File: config.mk
export PLATFORM = sky130hd
export DESIGN_NAME = xz_scrub_pipe
export DESIGN_NICKNAME = d
export VERILOG_FILES = /design/src/rtl/xz_scrub_pkg.sv /design/src/rtl/xz_scrub_lane.sv /design/src/rtl/xz_scrub_pipe.sv
export SDC_FILE = /design/constraint.sdc
export NUM_CORES = 1
export LEC_CHECK = 0
export ABC_AREA = 1
export BUFFER_PORTS_ARGS = -buffer_cell sky130_fd_sc_hd__buf_2
export CAP_MARGIN = 20
export CORE_ASPECT_RATIO = 1.75
export CORE_MARGIN = 3
export CORE_UTILIZATION = 40
export DETAILED_ROUTE_END_ITERATION = 7
export SLEW_MARGIN = 5
export SYNTH_ARGS = -nofsm -noshare
export SYNTH_HDL_FRONTEND = slang
export SYNTH_SLANG_ARGS = --single-unit
File: constraint.sdc
create_clock -name clk -period 1.8 [get_ports clk]
set_input_delay 0 -clock clk [delete_from_list [all_inputs] [get_ports clk]]
set_output_delay 0 -clock clk [all_outputs]
set_load 0.01 [all_outputs]
File: src/rtl/xz_scrub_pkg.sv
`default_nettype none
// ============================================================================
// Module      : xz_scrub_pkg
// Description : Shared skid-buffer state type and mask popcount helper.
// Revision    : 1.0 - initial release
// ============================================================================
package xz_scrub_pkg;

    localparam int POP_W = 7;

    typedef enum logic [1:0] {
        EMPTY = 2'd0,
        ONE   = 2'd1,
        TWO   = 2'd2
    } state_t;

    function automatic logic [POP_W-1:0] popcount(input logic [63:0] mask);
        logic [POP_W-1:0] n;
        n = '0;
        for (int i = 0; i < 64; i++) begin
            n = n + POP_W'(mask[i]);
        end
        return n;
    endfunction

endpackage
`default_nettype wire

File: src/rtl/xz_scrub_lane.sv
`default_nettype none
// ============================================================================
// Module      : xz_scrub_lane
// Description : Replaces X/Z bits of one channel with FILL; reports mask and
//               number of replaced bits.
// Revision    : 1.0 - initial release
// ============================================================================
module xz_scrub_lane
    import xz_scrub_pkg::*;
#(
    parameter int   W    = 8,
    parameter logic FILL = 1'b0
) (
    input  logic [W-1:0]     in_data,
    output logic [W-1:0]     out_data,
    output logic [W-1:0]     out_xmask,
    output logic [POP_W-1:0] out_pop
);

    // A bit is clean only when it is a definite 0 or 1.
    always_comb begin
        out_data  = '0;
        out_xmask = '0;
        for (int i = 0; i < W; i++) begin
            if ((in_data[i] === 1'b0) || (in_data[i] === 1'b1)) begin
                out_data[i]  = in_data[i];
                out_xmask[i] = 1'b0;
            end else begin
                out_data[i]  = FILL;
                out_xmask[i] = 1'b1;
            end
        end
    end

    assign out_pop = popcount(64'(out_xmask));

endmodule
`default_nettype wire

File: src/rtl/xz_scrub_pipe.sv
`default_nettype none
// ============================================================================
// Module      : xz_scrub_pipe
// Description : Multi-channel X/Z scrubber behind a 2-entry skid buffer with
//               optional per-channel X/Z event counters (XZ_SCRUB_PIPE_STATS_EN).
// Revision    : 1.0 - initial release
// ============================================================================
module xz_scrub_pipe
    import xz_scrub_pkg::*;
#(
    parameter int   NCH   = 4,
    parameter int   W     = 8,
    parameter logic FILL  = 1'b0,
    parameter int   CNT_W = 16
) (
    input  logic                      clk,
    input  logic                      rst,
    input  logic                      in_valid,
    output logic                      in_ready,
    input  logic [NCH-1:0][W-1:0]     in_data,
    output logic                      out_valid,
    input  logic                      out_ready,
    output bit   [NCH-1:0][W-1:0]     out_data,
    output bit   [NCH-1:0][W-1:0]     out_xmask,
    input  logic                      clr_cnt
`ifdef XZ_SCRUB_PIPE_STATS_EN
    ,
    output bit   [NCH-1:0][CNT_W-1:0] xz_cnt
`endif
);

    logic [NCH-1:0][W-1:0]     w_data;
    logic [NCH-1:0][W-1:0]     w_mask;
    logic [NCH-1:0][POP_W-1:0] w_pop;
    logic                      w_accept;
    logic                      w_drain;

    state_t                state_q,     state_d;
    logic [NCH-1:0][W-1:0] head_data_q, head_data_d;
    logic [NCH-1:0][W-1:0] head_mask_q, head_mask_d;
    logic [NCH-1:0][W-1:0] tail_data_q, tail_data_d;
    logic [NCH-1:0][W-1:0] tail_mask_q, tail_mask_d;

    for (genvar c = 0; c < NCH; c++) begin : g_lane
        xz_scrub_lane #(
            .W    (W),
            .FILL (FILL)
        ) u_lane (
            .in_data   (in_data[c]),
            .out_data  (w_data[c]),
            .out_xmask (w_mask[c]),
            .out_pop   (w_pop[c])
        );
    end

    assign in_ready  = (state_q != TWO) && !rst;
    assign out_valid = (state_q != EMPTY);
    assign out_data  = head_data_q;
    assign out_xmask = head_mask_q;
    assign w_accept  = in_valid && in_ready;
    assign w_drain   = out_valid && out_ready;

    // Head always feeds the output; tail only fills while the head is stalled.
    always_comb begin
        state_d     = state_q;
        head_data_d = head_data_q;
        head_mask_d = head_mask_q;
        tail_data_d = tail_data_q;
        tail_mask_d = tail_mask_q;
        case (state_q)
            EMPTY: begin
                if (w_accept) begin
                    head_data_d = w_data;
                    head_mask_d = w_mask;
                    state_d     = ONE;
                end
            end
            ONE: begin
                if (w_accept && w_drain) begin
                    head_data_d = w_data;
                    head_mask_d = w_mask;
                end else if (w_accept) begin
                    tail_data_d = w_data;
                    tail_mask_d = w_mask;
                    state_d     = TWO;
                end else if (w_drain) begin
                    state_d     = EMPTY;
                end
            end
            TWO: begin
                if (w_drain) begin
                    head_data_d = tail_data_q;
                    head_mask_d = tail_mask_q;
                    state_d     = ONE;
                end
            end
            default: begin
                state_d = EMPTY;
            end
        endcase
    end

    always_ff @(posedge clk) begin
        if (rst) begin
            state_q     <= EMPTY;
            head_data_q <= '0;
            head_mask_q <= '0;
            tail_data_q <= '0;
            tail_mask_q <= '0;
        end else begin
            state_q     <= state_d;
            head_data_q <= head_data_d;
            head_mask_q <= head_mask_d;
            tail_data_q <= tail_data_d;
            tail_mask_q <= tail_mask_d;
        end
    end

`ifdef XZ_SCRUB_PIPE_STATS_EN
    localparam int               SUM_W     = ((CNT_W > POP_W) ? CNT_W : POP_W) + 1;
    localparam logic [SUM_W-1:0] c_cnt_max = SUM_W'({CNT_W{1'b1}});

    logic [NCH-1:0][CNT_W-1:0] cnt_q, cnt_d;
    logic [SUM_W-1:0]          w_sum;

    // A clear coincident with an accept restarts from that beat's count.
    always_comb begin
        cnt_d = cnt_q;
        w_sum = '0;
        for (int c = 0; c < NCH; c++) begin
            w_sum = (clr_cnt ? SUM_W'(0) : SUM_W'(cnt_q[c]))
                  + (w_accept ? SUM_W'(w_pop[c]) : SUM_W'(0));
            cnt_d[c] = (w_sum > c_cnt_max) ? CNT_W'(c_cnt_max) : CNT_W'(w_sum);
        end
    end

    always_ff @(posedge clk) begin
        if (rst) begin
            cnt_q <= '0;
        end else begin
            cnt_q <= cnt_d;
        end
    end

    assign xz_cnt = cnt_q;
`else
    logic unused_stats;
    assign unused_stats = clr_cnt ^ (^w_pop);
`endif

endmodule
`default_nettype wire

==> impl_metrics.json <==
{
  "status": "finished, final reports clean",
  "dieArea_sq_um": 9440,
  "portBuffers": 69,
  "rsz0062_at_grt": "no",
  "ys_seq_area_share_pct": 39.9,
  "ys_ff_latch": 66,
  "critPathKind": "reg2out",
  "grt_max_degree": 38,
  "tns_ns": 0,
  "p_per_area_nw_per_um2": 944,
  "via_per_inst": 4.53,
  "final_common_cell": "nand2_1",
  "drt_iter0_drc": 216,
  "slew_violations": 0,
  "detail_route.wl_per_cell_um": 11.3,
  "min_path_type": "in2reg",
  "synth_area_sq_um": 3310,
  "peakVddDrop_mv": 0.549,
  "critical_path.startpoint_type": "flop",
  "final_cell_mix": "nand2_1 (130), nor2_1 (103), buf_2 (69)",
  "path_clk_slew_ns": 0.05,
  "worst_path_max_delay_cell": "inv_2",
  "period_share_pct": 86.9,
  "worst_pin_slew_ns": 0.579,
  "coreArea_sq_um": 7960,
  "clockBufferDepth": 2,
  "area_growth_syn_to_layout_pct": 26.0,
  "critical_path.startpoint": "state_q[1]",
  "min_from": "in_valid",
  "overflow": 0,
  "ctsHoldBuffers": 34,
  "io_pins": 103,
  "leakage_nw": 2.26,
  "worstPathMaxFanout": 33,
  "gp_congestion": 0.746,
  "clkLatencyLatePin_ns": 0.33,
  "grt_pass1_vias": 2762,
  "start_util_pct": 41.5,
  "yosysTopAreaCellShare_pct": 39.9,
  "dp.final_hpwl_um": 5130,
  "fin_nets": 634,
  "grt_first_pass_wirelength_um": 13100,
  "diodes": 0,
  "cts_made_buffers": 9,
  "track_usage_pct": 17.5,
  "synth_cell_types": 21,
  "end_kind": "output pin",
  "path_cells": "nand2_4 -> inv_2 -> nor2_1 -> buf_2",
  "wl_um": 7820,
  "synth_area_leaders": "dfxtp_1 (40%), nand2_1 (15%), nor2_1 (12%), buf_4 (8.6%), a21oi_1 (5.0%)",
  "skew_ns": 0.00769,
  "drc": 0,
  "cts_htree_levels": 3,
  "antenna_found_initial": 0,
  "cts_tree": "done",
  "finalHoldViolCount": 0,
  "antenna_left": 0,
  "cts_resized": 0,
  "cp.required_ns": 1.80,
  "syn_inst": 507,
  "rows": 43,
  "max_freq_mhz": 639,
  "cts-root-buf": "clkbuf_16",
  "fin_crit_ns": 1.56,
  "syn_area_per_cell_sq_um": 6.52,
  "max_slew_margin_pct": 61.4,
  "r2r_slack_ns": 0.31,
  "setup_violations": 0,
  "fp.dieW_um": 74.7,
  "cap_violations": 0,
  "dr.pass1.iters": 4,
  "via_count": 3136,
  "ys_warn_count": 0,
  "drive_gt1_share_pct": 16.6,
  "cts_sinks": 66,
  "worstPathArrival_ns": 1.56,
  "die_h_um": 126,
  "p_total_mw": 3.93,
  "synth.largest_area_cell": "dfxtp_1",
  "worstReg2RegStart": "state_q[0]",
  "post_cts_buffers": 0,
  "slowest_delay_ns": 0.44
}
==> critical path, delay by kind of cell, from the launching register on <==
family	cells	cell delay (ns)
buf+inv	2	0.61
flops	1	0.41
simple gates	2	0.22
==> registers in the layout, summed over array words and instances (netlist names) <==
register and flops:
state_q 2, tail_data_q 32, out_data 32
==> power breakdown <==
| part | switching (mW) | total, mW | internal [mW] |
|---|---|---|---|
| Combinational | 0.426 | 0.739 | 0.313 |
| Sequential | 0.0574 | 1.64 | 1.58 |
| Clock | 0.596 | 1.56 | 0.962 |
==> layout make-up <==
class | instances | area (sq um)
flip-flops and latches | 66 | 1320
fillers | 839 | 3790
inverters | 38 | 143
well taps | 90 | 113
repair buffers | 113 | 786
multi-input cells | 369 | 1540
clock buffers | 13 | 250
clock inverters | 3 | 15.0
==> final timing paths <==
path,end,depth (start not counted)
worst max-delay path,in_ready,4
worst min-delay path,state_q[0],4
worst max register to register,out_data[23],8
worst min register to register,out_data[9],2
==> metrics by stage <==
stage | cell area [sq um] | worst slack, ns | utilization, % | std cells | hold slack [ns]
finish | 4170 | 0.235 | 52.4 | 692 | 0.124
global route | 4170 | 0.108 | 52.4 | 692 | 0.142
CTS | 4170 | 0.178 | 52.4 | 692 | 0.104
detailed placement | 3560 | 0.323 | 44.8 | 642 | 0.214
global placement | 3560 | 0.370 | 44.8 | 642 | 0.214
floorplan | 3420 | 0.511 | - | 538 | 0.0475
==> metal layers <==
| metal | part of all wire (%) | up-vias | wire length, um | GRT usage, % |
|---|---|---|---|---|
| met1 | 48 | 1345 | 3720 | 24.6 |
| met4 | 0.84 | 0 | 66 | 7.97 |
| li1 | - | 1680 | - | - |
| met3 | 5.2 | 4 | 403 | 3.09 |
| met5 | 0 | - | 0 | 0 |
| met2 | 46 | 107 | 3630 | 25.8 |
==> Yosys cell counts, drive strengths merged <==
cell,n
a21oi,34
conb,1
o21ai,32
buf,57
dfxtp,66
nand2,132
inv,38
nand4,1
nor2,104
clkbuf,8
nand3,34
==> cells by family after synthesis <==
| group | share of synthesized area (%) |
|---|---|
| AOI/OAI and AO/OA | 10.1 |
| DFF | 39.9 |
| and+or+nand+nor | 32.6 |
| other | 0.113 |
| buffers and inverters | 17.3 |
(Power assumes the default switching activity.)
